### src/rtl/target_controller.sv
// rtl/target_controller.sv - snake food placement sequencer: steps the generator, vets candidates against the body store, tracks score/win
module target_controller #(
    parameter int MAX_LENGTH  = 32,
    parameter int MAX_RETRIES = 15,
    parameter int SCORE_MAX   = 10
) (
    input  logic       i_clk,
    input  logic       i_reset,
    input  logic       i_tick,
    input  logic [7:0] i_head_x,
    input  logic [6:0] i_head_y,
    input  logic [5:0] i_snake_length,
    output logic [4:0] o_seg_addr,
    input  logic [7:0] i_seg_x,
    input  logic [6:0] i_seg_y,
    output logic       o_gen_req,
    input  logic [7:0] i_gen_x,
    input  logic [6:0] i_gen_y,
    output logic [7:0] o_target_x,
    output logic [6:0] o_target_y,
    output logic       o_target_valid,
    output logic       o_grow,
    output logic [3:0] o_score,
    output logic       o_win
);

    localparam int RETRY_W = $clog2(MAX_RETRIES + 1);
    localparam logic [RETRY_W-1:0] RETRY_LIM = RETRY_W'(MAX_RETRIES);
    localparam logic [5:0]         LEN_MAX   = 6'(MAX_LENGTH);
    localparam logic [3:0]         SCORE_LIM = 4'(SCORE_MAX);

    typedef enum logic [2:0] {S_REQ, S_CAPTURE, S_SCAN, S_ARMED, S_WON} state_t;

    state_t             r_state;
    state_t             w_next;
    logic [7:0]         r_cand_x;
    logic [6:0]         r_cand_y;
    logic [5:0]         r_len;
    logic [4:0]         r_idx;
    logic [RETRY_W-1:0] r_retry;
    logic [7:0]         r_target_x;
    logic [6:0]         r_target_y;
    logic               r_valid;
    logic               r_grow;
    logic [3:0]         r_score;
    logic               r_win;

    logic       w_commit;
    logic       w_retry_inc;
    logic       w_eat;
    logic       w_seg_hit;
    logic       w_last;
    logic       w_gen_oob;
    logic       w_can_retry;
    logic [3:0] w_score_inc;
    logic [5:0] w_len_clamp;

    assign w_seg_hit   = (i_seg_x == r_cand_x) && (i_seg_y == r_cand_y);
    assign w_last      = ({1'b0, r_idx} == (r_len - 6'd1));
    assign w_gen_oob   = (i_gen_x > 8'd159) || (i_gen_y > 7'd119);
    assign w_can_retry = (r_retry < RETRY_LIM);
    assign w_score_inc = r_score + 4'd1;
    assign w_len_clamp = (i_snake_length == 6'd0)   ? 6'd1 :
                         (i_snake_length > LEN_MAX) ? LEN_MAX : i_snake_length;

    always_comb begin
        w_next      = r_state;
        w_commit    = 1'b0;
        w_retry_inc = 1'b0;
        w_eat       = 1'b0;
        case (r_state)
            S_REQ: w_next = S_CAPTURE;
            S_CAPTURE: begin
                // out-of-range candidates are never force-committed
                if (w_gen_oob) begin
                    w_retry_inc = w_can_retry;
                    w_next      = S_REQ;
                end else begin
                    w_next = S_SCAN;
                end
            end
            S_SCAN: begin
                if (w_seg_hit && w_can_retry) begin
                    w_retry_inc = 1'b1;
                    w_next      = S_REQ;
                end else if (w_seg_hit || w_last) begin
                    w_commit = 1'b1;
                    w_next   = S_ARMED;
                end
            end
            S_ARMED: begin
                if (i_tick && (i_head_x == r_target_x) && (i_head_y == r_target_y)) begin
                    w_eat  = 1'b1;
                    w_next = (w_score_inc == SCORE_LIM) ? S_WON : S_REQ;
                end
            end
            S_WON:   w_next = S_WON;
            default: w_next = S_CAPTURE;
        endcase
    end

    always_ff @(posedge i_clk) begin
        if (i_reset) begin
            r_state    <= S_CAPTURE;
            r_cand_x   <= '0;
            r_cand_y   <= '0;
            r_len      <= 6'd1;
            r_idx      <= '0;
            r_retry    <= '0;
            r_target_x <= '0;
            r_target_y <= '0;
            r_valid    <= 1'b0;
            r_grow     <= 1'b0;
            r_score    <= '0;
            r_win      <= 1'b0;
        end else begin
            r_state <= w_next;
            r_grow  <= w_eat;
            if (r_state == S_CAPTURE) begin
                r_cand_x <= i_gen_x;
                r_cand_y <= i_gen_y;
                r_len    <= w_len_clamp;
                r_idx    <= '0;
            end
            if (r_state == S_SCAN) begin
                r_idx <= r_idx + 5'd1;
            end
            if (w_retry_inc) begin
                r_retry <= r_retry + 1'b1;
            end
            if (w_commit) begin
                r_target_x <= r_cand_x;
                r_target_y <= r_cand_y;
                r_valid    <= 1'b1;
                r_retry    <= '0;
            end
            if (w_eat) begin
                r_valid <= 1'b0;
                r_score <= w_score_inc;
                r_win   <= (w_score_inc == SCORE_LIM);
            end
        end
    end

    // body store has one cycle of read latency, so the address runs one index ahead of the compare
    assign o_seg_addr     = (r_state == S_SCAN) ? (r_idx + 5'd1) : 5'd0;
    assign o_gen_req      = (r_state == S_REQ);
    assign o_target_x     = r_target_x;
    assign o_target_y     = r_target_y;
    assign o_target_valid = r_valid;
    assign o_grow         = r_grow;
    assign o_score        = r_score;
    assign o_win          = r_win;

endmodule

### config.mk
export PLATFORM = sky130hd
export DESIGN_NAME = target_controller
export DESIGN_NICKNAME = d
export VERILOG_FILES = /design/src/rtl/target_controller.sv
export SDC_FILE = /design/constraint.sdc
export NUM_CORES = 1
export LEC_CHECK = 0
export ABC_AREA = 1
export BUFFER_PORTS_ARGS = -buffer_cell sky130_fd_sc_hd__buf_4
export CORE_MARGIN = 2
export CORE_UTILIZATION = 57
export CTS_CLUSTER_SIZE = 28
export DETAILED_ROUTE_END_ITERATION = 10
export HOLD_SLACK_MARGIN = 0.12
export PLACE_DENSITY = 0.87
export SLEW_MARGIN = 20
export SYNTH_ARGS = -nofsm -noshare
export SYNTH_HDL_FRONTEND = slang
export SYNTH_SLANG_ARGS = --single-unit
### constraint.sdc
create_clock -name i_clk -period 2.6 [get_ports i_clk]
set_clock_uncertainty 0.1 [all_clocks]
set_input_delay 0.13 -clock i_clk [delete_from_list [all_inputs] [get_ports i_clk]]
set_output_delay 0.13 -clock i_clk [all_outputs]
set_load 0.005 [all_outputs]
==> out/summary.json <==
{
  "period_share": 0.867,
  "io-pin-count": 82,
  "criticalPathCategory": "reg -> reg",
  "floorplan.initialDensity": 0.583,
  "run_status": "complete, no violations",
  "syn_area_um2": 3170,
  "sequentialPowerShare": 0.381,
  "timing.slew.headroom": 0.641,
  "max_freq_mhz": 444,
  "timing.final.crit_period_ns": 2.25,
  "final-hold-violation-count": 0,
  "drt-initial-drc-count": 292,
  "postSynth.asyncResetShare": 0,
  "synth_area_per_cell_um2": 6.46,
  "cp.arrival_ns": 2.41,
  "cts_max_path_buffers": 2,
  "maxSlewViolCount": 0,
  "detail_route.wl_per_cell_um": 13.1,
  "regArea_um2": 1100,
  "clkTransAtPathRegs_ns": 0.10,
  "internal_power_mw": 1.74,
  "sw_frac_of_total": 0.400,
  "route.detailed.vias_per_inst": 5.17,
  "globalRouteTotalUtil": 0.291,
  "r2r_setup_slack_ns": 0.35,
  "gp_congestion": 0.887,
  "setup-violations-final": 0,
  "grt.met1_usage": 0.367,
  "route.final.wire_length_mm": 8.72,
  "netlist_instances": 491,
  "path_max_fanout": 21,
  "design.die.area_um2": 6180,
  "htree_num_levels": 2,
  "vdd.ir_drop.worst_uv": 495,
  "min_path_type": "in -> reg",
  "antenna_left": 0,
  "io_buffer_count": 81,
  "setup_total_neg_slack_ns": 0,
  "synth-seq-area-share": 0.347,
  "die_w_um": 78.6,
  "power.total_mw": 2.90,
  "cts_buffers": 5,
  "fillCellCount": 383,
  "worstMarginPinSlew_ns": 0.537,
  "route.vias.total": 3451,
  "timing.hold.ws_ns": 0.239,
  "max_cap_viol_count": 0,
  "ys_warn_count": 0,
  "maximum_number_of_pins_on_one_net_before_global_route_repair": 32,
  "power_density_nw_per_um2": 695,
  "share_of_layout_cells_above_drive_strength_1": 0.208,
  "ys_ff_latch": 55,
  "power_switching_mw": 1.16,
  "drcViolationCount": 0,
  "busiest_layer": "met2",
  "comb_power_share": 0.412,
  "row_count": 27,
  "worst_setup_path_start_kind": "register",
  "clk_root_buffer_cell": "clkbuf_8",
  "grt_use_met2": 0.510,
  "areaGrowthSynthToFinish_pct": 31.4,
  "num_antenna_cells": 0,
  "fin_util": 0.767,
  "ys.flop_type": "dfxtp_1",
  "grtUsageMet3": 0.0425,
  "core_region_area_um2": 5440,
  "grt_setup_unrepaired": "no",
  "clock_power_share": 0.207,
  "insertion_delay_ns": 0.32,
  "multiInputGateArea_um2": 1670,
  "netlist-cell-type-count": 34,
  "die_y_um": 78.6,
  "grt_antenna_before_repair": 0,
  "grt_pass1_vias": 3232,
  "critPathCaptureType": "register",
  "post-dp-hpwl_mm": 5.87,
  "cts.repair.resized": 0,
  "synth_enable_flop_cells": 0,
  "clock_sinks": 55,
  "synth.net_count": 550,
  "first_pass_grt_wire_length_mm": 14.3,
  "detailedRoute.firstPassIterationCount": 7,
  "p_leak_nw": 2.06,
  "cp_data_required_time_ns": 2.75,
  "cts_tree": "built",
  "finish.net_count": 654,
  "grt-ovfl-total": 0
}
## layout by cell type, fill, tap and decap left out, drive strengths merged
| cell type | count |
|---|---|
| xnor2 | 4 |
| a21oi | 37 |
| buf | 86 |
| xor2 | 3 |
| nor2 | 58 |
| and2 | 1 |
| o21ai | 25 |
| nand2 | 142 |
| ha | 5 |
| inv | 75 |
| nand3 | 45 |
| o211ai | 1 |
| o22ai | 3 |
| dlygate4sd3 | 26 |
| dfxtp | 55 |
| a21boi | 2 |
| nand3b | 3 |
| clkinv | 1 |
| nor3 | 5 |
| o21a | 4 |
| nor2b | 2 |
| nand4 | 4 |
| clkbuf | 6 |
| bufinv | 1 |
| a31oi | 1 |
| a211oi | 1 |
## area by class of cell
cell class | instances | share of cell area
Timing Repair Buffer | 112 | 0.217
Multi-Input combinational cell | 346 | 0.401
Sequential cell | 55 | 0.264
Clock buffer | 6 | 0.0198
Clock inverter | 2 | 0.00840
Tap cell | 72 | 0.0216
Inverter | 75 | 0.0675
## critical path, stage by stage (launching register included)
cell and delay [ns]:
dfxtp_1 0.34, inv_1 0.09, ha_1 0.24, inv_1 0.07
nand2_1 0.07, nand2_1 0.06, nand2_1 0.06, nand2_1 0.09
nand2_1 0.07, nor2_1 0.10, nand3_1 0.10, nand2_2 0.37
buf_4 0.23, a21oi_1 0.07, nor2_1 0.13
## per-layer routing
metal | share of wire | wire length, um
met4 | 0.024 | 212
met1 | 0.43 | 3710
met2 | 0.49 | 4260
met3 | 0.063 | 545
met5 | 0 | 0
## sequential cells by signal, indices dropped and copies added, names as in the netlist
register / flops
r_len: 6
o_score: 4
r_idx: 5
o_win: 1
r_state: 3
r_retry: 4
o_target_y: 7
o_target_x: 8
r_cand_x: 8
o_target_valid: 1
o_grow: 1
r_cand_y: 7
## cells in the mapped netlist, types with 3 or more instances
cell type | number | area share
a21oi_1 | 36 | 0.057
buf_2 | 3 | 0.0047
buf_4 | 3 | 0.0071
buf_6 | 6 | 0.021
dfxtp_1 | 55 | 0.35
ha_1 | 5 | 0.020
inv_1 | 63 | 0.075
inv_2 | 12 | 0.014
nand2_1 | 140 | 0.17
nand3_1 | 36 | 0.057
nand3_2 | 9 | 0.028
nand3b_1 | 3 | 0.0071
nand4_1 | 4 | 0.0079
nor2_1 | 55 | 0.065
o21a_1 | 4 | 0.0095
o21ai_0 | 25 | 0.039
o22ai_1 | 3 | 0.0059
xnor2_1 | 4 | 0.011
xor2_1 | 3 | 0.0083
## per-stage QoR
step	cells	area, um^2	worst slack (ns)
floorplan	491	3170	0.879
global placement	634	3790	0.542
detailed placement	634	3790	0.462
global route	668	4170	0.156
CTS	668	4170	0.392
finish	668	4170	0.346
## power by group through the flow
| stage | Combinational [mW] | Sequential [mW] | Clock, mW |
|---|---|---|---|
| final | 1.20 | 1.10 | 0.599 |
| after global routing | 1.33 | 1.12 | 0.633 |
| after CTS | 1.16 | 1.10 | 0.602 |
| after detailed placement | 1.09 | 1.12 | 0 |
| after global placement | 1.06 | 1.11 | 0 |
| after floorplan | 0.859 | 1.10 | 0 |
## worst paths after layout
kind,depth (start not counted),endpoint,start
worst max-delay path,14,o_target_x[1]$_SDFFE_PP0P_,r_len[0]$_SDFFE_PP1P_
worst min-delay path,7,r_state[0]$_SDFFE_PP1P_,i_head_x[3]
worst max register to register,14,o_target_x[1]$_SDFFE_PP0P_,r_len[0]$_SDFFE_PP1P_
worst min register to register,2,o_target_valid$_SDFFE_PP0P_,o_target_valid$_SDFFE_PP0P_
## cell families after synthesis
group,count (synthesis),share of synthesized area
simple gates,260,0.363
flops,55,0.347
buf+inv,90,0.125
compound gates,74,0.126
fa+ha+maj,5,0.0197
xor+xnor,7,0.0193
## repair_timing
| item | 4_1_cts | 5_1_grt |
|---|---|---|
| hold buffers | 26 | 0 |
| buffers inserted | 0 | 0 |
| hold endpoints to repair | 27 | 0 |
(Power assumes the default switching activity.)
